**src/rtl/mcore_mem_resp_net_sched.sv**
```systemverilog
// Round-robin scheduler of bank response messages onto one network injection port.
// Inserts one dead (scrub) cycle whenever the forwarded security domain changes.
module mcore_mem_resp_net_sched #(
   parameter int unsigned p_num_reqs   = 4,
   parameter int unsigned p_ctrl_nbits = 23,
   parameter int unsigned p_data_nbits = 32
) (
   input  logic                                 clk,
   input  logic                                 reset,
   input  logic [p_num_reqs-1:0]                in_val,
   output logic [p_num_reqs-1:0]                in_rdy,
   input  logic [p_num_reqs-1:0]                in_domain,
   input  logic [p_num_reqs*p_ctrl_nbits-1:0]   in_control,
   input  logic [p_num_reqs*p_data_nbits-1:0]   in_data,
   output logic                                 out_val,
   input  logic                                 out_rdy,
   output logic                                 out_domain,
   output logic [p_ctrl_nbits-1:0]              out_control,
   output logic [p_data_nbits-1:0]              out_data
);

   localparam int unsigned NR = p_num_reqs;
   localparam int unsigned CN = p_ctrl_nbits;
   localparam int unsigned DN = p_data_nbits;
   localparam int unsigned PW = $clog2(NR);
   localparam int unsigned SW = PW + 1;

   typedef enum logic [1:0] {
      ST_EMPTY = 2'd0,
      ST_FULL  = 2'd1,
      ST_SCRUB = 2'd2
   } state_e;

   typedef struct packed {
      logic          dom;
      logic [CN-1:0] ctrl;
      logic [DN-1:0] data;
   } msg_t;

   state_e        state_q, state_d;
   logic          last_domain_q, last_domain_d;
   logic [PW-1:0] rr_ptr_q, rr_ptr_d;
   logic          out_val_q, out_val_d;
   msg_t          out_q, out_d;

   logic          gnt_found;
   logic [PW-1:0] gnt_idx;
   logic [SW-1:0] scan_w;
   msg_t          sel_msg;
   logic          drain;
   logic          slot_free;
   logic [NR-1:0] in_rdy_c;

   // First valid requester at or after rr_ptr, wrapping modulo NR
   always_comb begin : grant_search
      gnt_found = 1'b0;
      gnt_idx   = '0;
      scan_w    = '0;
      for (int unsigned k = 0; k < NR; k++) begin
         scan_w = SW'(rr_ptr_q) + SW'(k);
         if (scan_w >= SW'(NR)) begin
            scan_w = scan_w - SW'(NR);
         end
         if (!gnt_found && in_val[scan_w[PW-1:0]]) begin
            gnt_found = 1'b1;
            gnt_idx   = scan_w[PW-1:0];
         end
      end
   end

   // Select the granted requester's message (only ever captured into a flop)
   always_comb begin : grant_mux
      sel_msg = '0;
      for (int unsigned i = 0; i < NR; i++) begin
         if (gnt_idx == PW'(i)) begin
            sel_msg.dom  = in_domain[i];
            sel_msg.ctrl = in_control[i*CN +: CN];
            sel_msg.data = in_data[i*DN +: DN];
         end
      end
   end

   // Next-state, output slot and handshake logic
   always_comb begin : fsm_next
      state_d       = state_q;
      last_domain_d = last_domain_q;
      rr_ptr_d      = rr_ptr_q;
      out_val_d     = out_val_q;
      out_d         = out_q;
      in_rdy_c      = '0;
      drain         = out_val_q & out_rdy;
      slot_free     = (state_q == ST_EMPTY) | ((state_q == ST_FULL) & drain);

      unique case (state_q)
         ST_SCRUB: begin
            state_d = ST_EMPTY;
         end
         default: begin
            if (drain) begin
               state_d      = ST_EMPTY;
               out_val_d    = 1'b0;
               out_d.ctrl   = '0;
               out_d.data   = '0;
            end
            if (slot_free && gnt_found) begin
               if (sel_msg.dom == last_domain_q) begin
                  in_rdy_c  = NR'(1) << gnt_idx;
                  state_d   = ST_FULL;
                  out_val_d = 1'b1;
                  out_d     = sel_msg;
                  rr_ptr_d  = (gnt_idx == PW'(NR-1)) ? '0 : gnt_idx + PW'(1);
               end else begin
                  // Domain change: burn one empty cycle before serving the new domain
                  state_d       = ST_SCRUB;
                  last_domain_d = sel_msg.dom;
               end
            end
         end
      endcase
   end

   always_ff @(posedge clk or negedge reset) begin : state_regs
      if (!reset) begin
         state_q       <= ST_EMPTY;
         last_domain_q <= 1'b0;
         rr_ptr_q      <= '0;
         out_val_q     <= 1'b0;
         out_q         <= '0;
      end else begin
         state_q       <= state_d;
         last_domain_q <= last_domain_d;
         rr_ptr_q      <= rr_ptr_d;
         out_val_q     <= out_val_d;
         out_q         <= out_d;
      end
   end

   assign in_rdy      = in_rdy_c & {NR{reset}};
   assign out_val     = out_val_q;
   assign out_domain  = out_q.dom;
   assign out_control = out_q.ctrl;
   assign out_data    = out_q.data;

endmodule

```
**config.mk**
```make
export PLATFORM = sky130hd
export DESIGN_NAME = mcore_mem_resp_net_sched
export DESIGN_NICKNAME = d
export VERILOG_FILES = /design/src/rtl/mcore_mem_resp_net_sched.sv
export SDC_FILE = /design/constraint.sdc
export NUM_CORES = 1
export LEC_CHECK = 0
export ABC_CLOCK_PERIOD_IN_PS = 9900
export CAP_MARGIN = 20
export CORE_AREA = 2 2 113 115
export DETAILED_ROUTE_END_ITERATION = 16
export DIE_AREA = 0 0 115 117
export HOLD_SLACK_MARGIN = 0.1
export PLACE_DENSITY = 0.87
export SYNTH_ARGS = -nofsm -noshare
export SYNTH_HDL_FRONTEND = slang
export SYNTH_SLANG_ARGS = --single-unit
```
**constraint.sdc**
```tcl
create_clock -name clk -period 9.9 [get_ports clk]
set_input_delay 1.98 -clock clk [delete_from_list [all_inputs] [get_ports clk]]
set_output_delay 1.98 -clock clk [all_outputs]
set_load 0.01 [all_outputs]
```
==> impl_metrics.yaml <==
clock_tree:
  cts_tree: "built"
  cts_resized: 0
  clkLatencyLatePin_ns: 0.32
  clock_tree.root_cell: "clkbuf_16"
  cts_buffers: 9
  cts.sinks: 62
  clk_pin_slew_ns: 0.05
  cts_setup_buffers: 0
  clockBufferDepth: 2
  htreeDepth: 3
  cts_hold_buf: 0
final_layout:
  finalCoreUtilization_pct: 60.3
  final_layout_size_suffix_gt1_share_pct: 4.94
  area_delta_synth_final_pct: 78.7
  fin_nets: 939
  layout_common_cells: "clkdlybuf4s50_1 (290), dfrtp_1 (62), nand2_1 (58)"
  fill_cells: 1032
  layout_commonest_cell: "clkdlybuf4s50_1"
  diodes: 0
worst_setup_path:
  cp_top_family: "buffers and inverters"
  crit_fanout: 34
  reg2reg_depth: 10
  cpPeakStageDelay_ns: 0.62
  crit_path_end_kind: "primary output"
  critPathKind: "in2out"
  crit_path_top_delay_cell: "ha_2"
  path_cells: "clkdlybuf4s50_1, mux2i_1, a211oi_1, ha_2, buf_4, a211oi_1, a211oi_4, mux2i_4, nor3_1, clkdlybuf4s50_1"
  cp-start-kind: "input pin"
  reg2reg_slack_ns: 5.56
  crit_buf_inv: 3
  cp_data_arrival_time_ns: 5.88
  cp.depth: 10
  cp.required_ns: 7.92
grt:
  grt_pass1_wl_mm: 26.0
  grt_max_degree: 64
  grt_usage_pct: 24.8
  grt_pass1_vias: 5058
  antenna_found_initial: 0
  grt.overflow.total: 0
yosys:
  synthAdderAreaFrac_pct: 1.20
  syn_avg_cell_area_sq_um: 9.33
  synth_compound_area_share_pct: 42.0
  synth_mux_area_share_pct: 5.18
  synth_xor_area_share_pct: 0.211
  syn_nets: 680
  syn-instance-count: 445
  synthDistinctLibCells: 36
  yosys.area_share.simple_pct: 7.95
  synth_top_family_by_area: "compound AO/OA/AOI/OAI gates"
  netlist_area_sq_um: 4150
  ys_seq_area_share_pct: 37.3
  synth_warnings: 0
  synth_seq_cells: 62
placement:
  dp_worst_setup_slack_ns: 2.09
  io_buffers: 291
  dp_hpwl_mm: 12.4
  routabilityCongestion: 0.937
timing:
  slew_violations: 0
  post-route-worst-setup-slack_ns: 2.04
  fmax_mhz: 127
  finalCritPeriodShare_pct: 79.4
  worstMarginPinSlew_ns: 0.829
  rsz0062_at_grt: "false"
  setup_viol: 0
  min_period_ns: 7.86
  fin_skew_ns: 0.0106
  tns_ns: 0
  report.final.hold_viol_count: 0
  slew_headroom_pct: 44.7
die:
  die_w_microns: 115
  die_area_sq_um: 13500
  core_sq_um: 12300
  io-pin-count: 292
  die_y_microns: 117
  initial_core_util_pct: 33.7
  row_count: 41
pwr:
  powerDensity_nw_per_um2: 267
  ir_drop_mv: 0.200
  power_leakage_nw: 2.99
route:
  vias: 5037
  routed_wl_mm: 17.3
  antenna_left: 0
  via_per_inst: 5.87
  drt_iter0_markers: 379
  dr.pass1.iters: 5
  wl_per_cell_microns: 20.1
  remaining_drc_errors: 0
run:
  maxCapViolations: 0
hold_path:
  holdPathStages: 2
  hold_path.class: "reg2reg"
run_status:
  outcome: "finished, final reports clean"
[path summary, 6_finish.rpt]
path,startpoint,end
min reg2reg,out_control[8]$_DFFE_PN0N_,out_control[8]$_DFFE_PN0N_
max in group asynchronous,reset,out_data[19]$_DFFE_PN0N_
max reg2reg,rr_ptr_q[1]$_DFFE_PN0P_,rr_ptr_q[1]$_DFFE_PN0P_
min,out_control[8]$_DFFE_PN0N_,out_control[8]$_DFFE_PN0N_
max,in_val[3],in_rdy[0]
min in group asynchronous,reset,out_control[0]$_DFFE_PN0N_
[worst min-delay path, cell delays in order (launching register included)]
cell,delay (ns)
dfrtp_1,0.37
nand2_1,0.06
mux2i_1,0.06
[synth_stat cells]
master	n	share of area, %
nor4_2	1	0.30
buf_4	1	0.18
buf_2	9	1.1
dfrtp_1	62	37
buf_6	1	0.27
a21boi_0	1	0.18
inv_1	9	0.81
clkbuf_1	37	3.3
a22oi_1	55	9.9
mux2i_1	17	4.1
a221o_1	55	13
nand3b_1	1	0.18
nor2b_1	2	0.30
o41ai_1	1	0.21
nor4_1	4	0.60
o22ai_1	41	6.2
mux2i_4	1	0.54
buf_1	4	0.36
o21ai_0	4	0.48
ha_1	4	1.2
and3_1	1	0.15
o22a_1	1	0.21
nand2b_1	2	0.30
o31ai_1	1	0.18
a22o_1	1	0.21
a21oi_1	2	0.24
a211oi_4	1	0.48
nand2_1	58	5.2
nor3_1	5	0.60
xnor2_1	1	0.21
nor2_1	1	0.090
mux2_2	2	0.54
nor3b_1	1	0.18
o211ai_1	1	0.18
o21a_1	55	9.9
a211oi_1	2	0.36
[metal layers]
| layer | share of wire [%] | up-vias | global-route usage (%) | wire, microns |
|---|---|---|---|---|
| met4 | 4.0 | 0 | 12.4 | 690 |
| met5 | 0 | - | 0 | 0 |
| met1 | 37 | 2408 | 28.5 | 6410 |
| met2 | 51 | 292 | 44.1 | 8820 |
| li1 | - | 2283 | - | - |
| met3 | 7.8 | 54 | 4.94 | 1340 |
[through the flow]
stage	power (mW)	hold WS, ns	cells	area [sq um]
after floorplan	1.21	0.533	445	4150
after global placement	1.61	0.502	842	7110
after detailed placement	1.67	0.521	842	7110
after CTS	1.98	0.528	857	7400
after global routing	2.12	0.547	858	7420
final	1.98	0.523	858	7420
[power breakdown]
| part | leakage [nW] | switching [mW] | internal, mW |
|---|---|---|---|
| registers | 0.804 | 0.0581 | 0.354 |
| clock network | 0.141 | 0.106 | 0.199 |
| logic | 2.05 | 0.648 | 0.618 |
| total | 2.99 | 0.812 | 1.17 |
[logic make-up after synthesis]
| family | Yosys count |
|---|---|
| adders and majority gates | 4 |
| xor gates and xnor gates | 1 |
| and+or+nand+nor | 76 |
| AOI/OAI and AO/OA | 221 |
| DFF | 62 |
| buffers and inverters | 61 |
| muxes | 20 |
[state kept, by name (all words and copies together), names as in the netlist]
register       count
out_data          32
out_domain         1
rr_ptr_q           2
last_domain_q      1
state_q            2
out_control       23
out_val            1
[cell type report]
| cell class | count | area [sq um] | share of cell area, % |
|---|---|---|---|
| Clock inverter | 4 | 47.5 | 0.640 |
| Tap cell | 150 | 188 | 2.53 |
| Clock buffer | 11 | 243 | 3.27 |
| Inverter | 9 | 33.8 | 0.455 |
| Multi-Input combinational cell | 322 | 2370 | 31.9 |
| Timing Repair Buffer | 300 | 3000 | 40.3 |
| Sequential cell | 62 | 1550 | 20.9 |
(Power assumes the default switching activity.)
